**config.mk**
```make
export PLATFORM = sky130hd
export DESIGN_NAME = pipe_hazard_ctrl
export DESIGN_NICKNAME = d
export VERILOG_FILES = /design/src/rtl/pipe_hazard_ctrl.sv
export SDC_FILE = /design/constraint.sdc
export NUM_CORES = 1
export LEC_CHECK = 0
export BUFFER_PORTS_ARGS = -buffer_cell sky130_fd_sc_hd__buf_4
export CAP_MARGIN = 30
export CORE_ASPECT_RATIO = 0.7
export CORE_MARGIN = 2
export CORE_UTILIZATION = 45
export CTS_CLUSTER_SIZE = 24
export DETAILED_ROUTE_END_ITERATION = 10
export PLACE_DENSITY_LB_ADDON = 0.12
export SYNTH_ARGS = -nofsm -noshare
export SYNTH_HDL_FRONTEND = slang
export SYNTH_SLANG_ARGS = --single-unit
```
**constraint.sdc**
```tcl
create_clock -name clk -period 1.95 [get_ports clk]
set_input_delay 0.0975 -clock clk [delete_from_list [all_inputs] [get_ports clk]]
set_output_delay 0.0975 -clock clk [all_outputs]
set_load 0.01 [all_outputs]
```
**src/rtl/pipe_hazard_ctrl.sv**
```systemverilog
`default_nettype none
// pipe_hazard_ctrl: LEGv8 5-stage pipeline sequencer for load-use stalls, branch flushes and memory freeze.
// Rev 1.0 - memory timeout trap and saturating stall/flush counters.
module pipe_hazard_ctrl #(
  parameter int MEM_TIMEOUT = 16,
  parameter int CNT_W       = 16
) (
  input  logic             clk,
  input  logic             rst_n,
  input  logic [4:0]       id_rn,
  input  logic [4:0]       id_rm,
  input  logic             id_uses_rm,
  input  logic [4:0]       ex_rd,
  input  logic             ex_memread,
  input  logic             ex_br_taken,
  input  logic             mem_req,
  input  logic             mem_ready,
  output logic             pc_en,
  output logic             ifid_en,
  output logic             pipe_en,
  output logic             ifid_flush,
  output logic             idex_flush,
  output logic             err,
  output logic [CNT_W-1:0] stall_cycles,
  output logic [CNT_W-1:0] flush_events
);

  localparam int WCW = $clog2(MEM_TIMEOUT + 1);
  localparam logic [WCW-1:0] WAIT_LAST = WCW'(MEM_TIMEOUT - 1);
  localparam logic [CNT_W-1:0] CNT_MAX = {CNT_W{1'b1}};

  typedef enum logic [1:0] {
    RUN      = 2'd0,
    MEM_WAIT = 2'd1,
    ERR      = 2'd2
  } state_t;

  state_t           state_q, state_d;
  logic [WCW-1:0]   wait_cnt_q, wait_cnt_d;
  logic [CNT_W-1:0] stall_q, flush_q;

  logic mstall;
  logic load_use;
  logic pc_en_w, ifid_en_w, pipe_en_w, ifid_flush_w, idex_flush_w;

  assign mstall   = mem_req & ~mem_ready;
  // XZR reads as zero regardless of any in-flight load, so it can never hazard.
  assign load_use = ex_memread & (ex_rd != 5'd31) &
                    ((ex_rd == id_rn) | (id_uses_rm & (ex_rd == id_rm)));

  always_comb begin
    pc_en_w      = 1'b0;
    ifid_en_w    = 1'b0;
    pipe_en_w    = 1'b0;
    ifid_flush_w = 1'b0;
    idex_flush_w = 1'b0;
    state_d      = state_q;
    wait_cnt_d   = wait_cnt_q;

    case (state_q)
      RUN, MEM_WAIT: begin
        // Memory freeze outranks a resolved branch; the branch stays in EX until release.
        if (mstall) begin
          pc_en_w   = 1'b0;
          ifid_en_w = 1'b0;
          pipe_en_w = 1'b0;
        end else if (ex_br_taken) begin
          pc_en_w      = 1'b1;
          ifid_en_w    = 1'b1;
          pipe_en_w    = 1'b1;
          ifid_flush_w = 1'b1;
          idex_flush_w = 1'b1;
        end else if (load_use) begin
          pipe_en_w    = 1'b1;
          idex_flush_w = 1'b1;
        end else begin
          pc_en_w   = 1'b1;
          ifid_en_w = 1'b1;
          pipe_en_w = 1'b1;
        end

        if (state_q == RUN) begin
          if (mstall) begin
            state_d    = MEM_WAIT;
            wait_cnt_d = WCW'(1);
          end
        end else begin
          if (!mstall) begin
            state_d    = RUN;
            wait_cnt_d = '0;
          end else if (wait_cnt_q == WAIT_LAST) begin
            state_d    = ERR;
            wait_cnt_d = '0;
          end else begin
            wait_cnt_d = wait_cnt_q + WCW'(1);
          end
        end
      end
      ERR: begin
        state_d    = ERR;
        wait_cnt_d = '0;
      end
      default: begin
        state_d    = RUN;
        wait_cnt_d = '0;
      end
    endcase
  end

  always_ff @(posedge clk or negedge rst_n) begin
    if (!rst_n) begin
      state_q    <= RUN;
      wait_cnt_q <= '0;
      stall_q    <= '0;
      flush_q    <= '0;
    end else begin
      state_q    <= state_d;
      wait_cnt_q <= wait_cnt_d;
      if (!pc_en_w && (stall_q != CNT_MAX)) begin
        stall_q <= stall_q + CNT_W'(1);
      end
      if (ifid_flush_w && (flush_q != CNT_MAX)) begin
        flush_q <= flush_q + CNT_W'(1);
      end
    end
  end

  // Hold the whole pipe quiet while reset is asserted.
  assign pc_en        = rst_n & pc_en_w;
  assign ifid_en      = rst_n & ifid_en_w;
  assign pipe_en      = rst_n & pipe_en_w;
  assign ifid_flush   = rst_n & ifid_flush_w;
  assign idex_flush   = rst_n & idex_flush_w;
  assign err          = (state_q == ERR);
  assign stall_cycles = stall_q;
  assign flush_events = flush_q;

endmodule
`default_nettype wire

```
# ---- After elaboration in Yosys (flattened, before gate mapping)
# Index checks and enable logic that the tools add are counted.
dict set report totals {
  output_inout_bits 38
  inputBits 22
  regBits 39
  elab_cells 56
}
dict set report op_classes {
  n_bitwise 10
  muxes 23
  n_eq_ne 10
  n_reduce_logical 6
  addsub 3
}
# operator count
set op_table {}
lappend op_table {{$add 16x1->16 const B} 2}
lappend op_table {{$ne 16x16->1 const B} 2}
lappend op_table {{$mux 5} 5}
lappend op_table {{$mux 1} 13}
lappend op_table {{$eq 5x5->1} 2}
lappend op_table {{$and 1x1->1} 8}
lappend op_table {{$mux 2} 4}
lappend op_table {{$add 5x1->5 const B} 1}
lappend op_table {{$eq 5x4->1 const B} 1}
lappend op_table {{$ne 5x5->1 const B} 1}
lappend op_table {{$ne 4x4->1 const B} 1}
lappend op_table {{$pmux 2 s2} 1}
lappend op_table {{$ne 3x3->1 const B} 1}
lappend op_table {{$eq 2x1->1 const B} 1}
lappend op_table {{$eq 2x2->1 const B} 1}
lappend op_table {{$logic_and 1x1->1} 2}
lappend op_table {{$logic_not 2->1} 1}
lappend op_table {{$reduce_and 2->1} 1}
lappend op_table {{$reduce_or 2->1} 1}
lappend op_table {{$logic_not 1->1} 1}
lappend op_table {{$not 1->1} 1}
lappend op_table {{$or 1x1->1} 1}

# ---- Logic depth before layout (Yosys ltp)
dict set report depth {
  ltp_word 10
  mapped_depth 7
  depth_no_buf 6
}

# ---- Worst setup path after synthesis
# Ideal clock, no wire load.
dict set report synth_timing {
  path_type {register to register}
  start {register stall_q[4] (netlist: stall_cycles[4])}
  end {register stall_q[15] (netlist: stall_cycles[15])}
  stages_incl_launch_ff 8
  path_buffers 1
  setup_slack_ps 14
  arrival_time_ps 1798
  required_time_ps 1812
  synth_period_minus_slack_ps 1936
  setup_time_ps 138
  path_cell_list {dfrtp_1 -> and4_1 -> and3_1 -> nand3_1 -> nor3_1 -> buf_2 -> nor4_1 -> xor2_1}
}
dict set report synth_between {
  elab_chain_cells 2
  word_cells_on_any_way 3
  classes_between {add/sub: 1; eq/ne: 1; reduce/logical: 1}
}
# item line
set synth_lines {}
lappend synth_lines {{from (decl)} 40} ;# logic [CNT_W-1:0] stall_q, flush_q;
lappend synth_lines {{from (signal assigned)} 120} ;# stall_q <= stall_q + CNT_W'(1);
lappend synth_lines {{branches (longest 2 deep; another with $add 16x1->16)} --}
# Parallel ways; which one is timed is not known.
# A chain may end at the register's enable or synchronous reset.

# ---- Worst setup path in the final report
dict set report layout_timing {
  start {register flush_q[7] (netlist: flush_events[7])}
  end {register flush_q[5] (netlist: flush_events[5])}
}
dict set report layout_between {
  elab_chain_cells 2
}
# item line
set layout_lines {}
lappend layout_lines {{from (decl)} 40}
lappend layout_lines {{from (signal assigned)} 123} ;# flush_q <= flush_q + CNT_W'(1);
lappend layout_lines {{$ne 16x16->1} 122} ;# if (ifid_flush_w && (flush_q != CNT_MAX)) begin
lappend layout_lines {{$logic_and 1x1->1} 122}
# Every way passes these cells.

==> flow_metrics.env <==
export IMPL_htreeDepth=2
export IMPL_r2r_slack_ns=0.11
export IMPL_io_pins=60
export IMPL_cp_num_buf_inv=0
export IMPL_crit_slowest_cell="or3_4"
export IMPL_clock_fmax_ghz=0.543
export IMPL_postSynthCellCount=204
export IMPL_overflow=0
export IMPL_synth_distinct_cells=36
export IMPL_postRouteAntennaNets=0
export IMPL_end_kind="flop"
export IMPL_synth_area_leaders="dfrtp_1 47%, xor2_1 13%, xnor2_1 3.8%"
export IMPL_reg2reg_depth=6
export IMPL_synth_seq_cells=39
export IMPL_dr_pass1_iters=4
export IMPL_startpoint_type="flop"
export IMPL_worst_slack_ns=0.108
export IMPL_drt_wl_total_um=4790
export IMPL_die_area_um2=5160
export IMPL_synthArstFlopShare_pct=100
export IMPL_worst_pin_slew_ns=0.429
export IMPL_wire_per_inst_um=13.8
export IMPL_core_um2=4380
export IMPL_path_class="flop to flop"
export IMPL_yosysTopAreaCell="dfrtp_1"
export IMPL_fin_skew_ns=0.00752
export IMPL_max_vdd_ir_drop_v=0.000727
export IMPL_cts_root_buf="clkbuf_8"
export IMPL_syn_to_final_growth_pct=37.4
export IMPL_synth_ff_type="dfrtp_1"
export IMPL_cts_buffer_depth=2
export IMPL_synthesis_nets=229
export IMPL_die_w_um=85.0
export IMPL_via_count=1793
export IMPL_final_nets=315
export IMPL_yosysSeqAreaShare_pct=47.2
export IMPL_clock_sinks=39
export IMPL_r2r_end="flush_events[5]$_DFFE_PN0P_"
export IMPL_grt_max_degree=33
export IMPL_gp_congestion=0.831
export IMPL_max_stage_delay_ns=0.42
export IMPL_synth_common_cells="39 x dfrtp_1, 30 x xor2_1, 19 x nand2_1"
export IMPL_timing_final_max_slew_violations=0
export IMPL_fin_crit_sh_pct=94.5
export IMPL_worst_path_max_fanout=5
export IMPL_cts_tree="built"
export IMPL_grt_util_all_layers_pct=19.8
export IMPL_p_per_area_nw_per_um2=864
export IMPL_min_period_ns=1.84
export IMPL_dp_cells=337
export IMPL_status="finished, final reports clean"
export IMPL_relSlewSlack_pct=71.2
export IMPL_regArea_um2=976
export IMPL_die_h_um=60.7
export IMPL_path_clk_slew_ns=0.08
export IMPL_setup_viol=0
export IMPL_worst_hold_path_type="input port to asynchronous set/reset pin"
export IMPL_grt_pass1_vias=1592
export IMPL_drc=0
export IMPL_drt_iter0_markers=71
export IMPL_syn_area_um2=2070
export IMPL_n_antenna_cell=0
export IMPL_viasPerCell=5.18
export IMPL_drive_gt1_share_pct=34.0
export IMPL_hold_violations=0
export IMPL_critical_path_cell_chain="and4_1 > nand3_1 > or3_4 > o211a_4 > and3_1 > xor2_1"
export IMPL_leakage_nw=1.42
export IMPL_rows=20
export IMPL_syn_avg_cell_area_um2=10.1
export IMPL_multi_input_area_um2=1060
export IMPL_place_hpwl_um=3650
export IMPL_antenna_found_initial=0
export IMPL_grt_pass1_wl_um=7730
export IMPL_cts_buffers=5
export IMPL_crit_arrival_ns=2.03
export IMPL_cp_required_ns=2.14
export IMPL_rr_startpoint="flush_events[7]$_DFFE_PN0P_"
export IMPL_port_buffers=59
export IMPL_synth_edf_count=0
export IMPL_ys_warnings_count=0
export IMPL_synth_most_common_cell="dfrtp_1"
export IMPL_initial_core_util_pct=47.2
export IMPL_synth_top_cell_area_share_pct=47.2
export IMPL_crit_family="simple AND/OR/NAND/NOR gates"
export IMPL_dpl_worst_slack_ns=-0.00237
export IMPL_stdcell_count=346
export IMPL_drv_cap=0
export IMPL_nFillCells=392
export IMPL_clk_insertion_delay_late_ns=0.29
registers in the layout (all words and copies together) (netlist names):
signal        cells
flush_events     16
stall_cycles     16
wait_cnt_q        5
state_q           2
logic make-up after synthesis:
logic type               Yosys count  synth area share, %
AO/OA/AOI/OAI                     14                 4.85
multiplexers                       4                 2.12
AND/OR/NAND/NOR                   96                 25.2
flip-flops                        39                 47.2
XOR/XNOR                          39                 16.5
adder cells (fa/ha/maj)            3                 1.82
buffers and inverters              9                 2.24
worst max-delay path by stage:
stage / from / end / cells after the start
global placement: ex_rd[4] / stall_cycles[4]$_DFFE_PN0P_ / 8
finish: flush_events[7]$_DFFE_PN0P_ / flush_events[5]$_DFFE_PN0P_ / 6
global route: stall_cycles[4]$_DFFE_PN0P_ / stall_cycles[0]$_DFFE_PN0P_ / 8
detailed placement: ex_rd[4] / stall_cycles[9]$_DFFE_PN0P_ / 8
CTS: stall_cycles[4]$_DFFE_PN0P_ / stall_cycles[1]$_DFFE_PN0P_ / 7
floorplan: stall_cycles[4]$_DFFE_PN0P_ / stall_cycles[15]$_DFFE_PN0P_ / 7
cell type report:
| type | count | share of cell area, % |
|---|---|---|
| well taps | 55 | 2.42 |
| multi-input cells | 156 | 37.4 |
| flip-flops and latches | 39 | 34.4 |
| repair buffers | 85 | 22.6 |
| clock inverters | 1 | 0.176 |
| clock buffers | 7 | 2.69 |
| inverters | 3 | 0.397 |
through the flow:
step	hold WS [ns]	instance area (um2)	util, %	power, mW	setup TNS (ns)
CTS	0.182	2820	64.4	2.47	0
global placement	-0.0736	2730	62.3	1.92	0
detailed placement	-0.0728	2730	62.3	1.93	-0.00237
global route	0.158	2840	64.8	2.62	-0.00473
floorplan	-0.198	2070	-	1.47	0
finish	0.156	2840	64.8	2.45	0
cell usage in the layout (no fill, tap or decap), types with 3 or more instances in the layout:
cell	Yosys	final
and3_1	10	10
buf_4	1	84
clkbuf_8	0	5
dfrtp_1	39	39
ha_1	3	3
inv_1	3	3
mux2_2	3	3
nand2_1	19	19
nand3_1	15	15
nand4_1	6	6
nor2_1	15	15
nor2b_1	3	3
nor3_1	11	10
nor4_1	5	5
o21ai_0	4	4
xnor2_1	9	9
xor2_1	30	30
power breakdown:
part	internal (mW)	switching (mW)
Combinational	0.433	0.364
Clock	0.251	0.281
Sequential	0.960	0.163
Total	1.64	0.807
per-layer routing:
| layer | GRT usage [%] | wire length [um] | vias up |
|---|---|---|---|
| li1 | - | - | 891 |
| met1 | 29.3 | 2510 | 846 |
| met2 | 28.8 | 1980 | 49 |
| met3 | 5.17 | 249 | 7 |
| met4 | 6.12 | 52 | 0 |
| met5 | 0 | 0 | - |
repair_timing:
action	4_1_cts	5_1_grt
gates resized for setup	0	3
hold buffers	1	0
buffers inserted	0	0
endpoints found under the hold margin	39	0
endpoints found under the setup margin	0	8
Power figures use the tool's default switching activity.
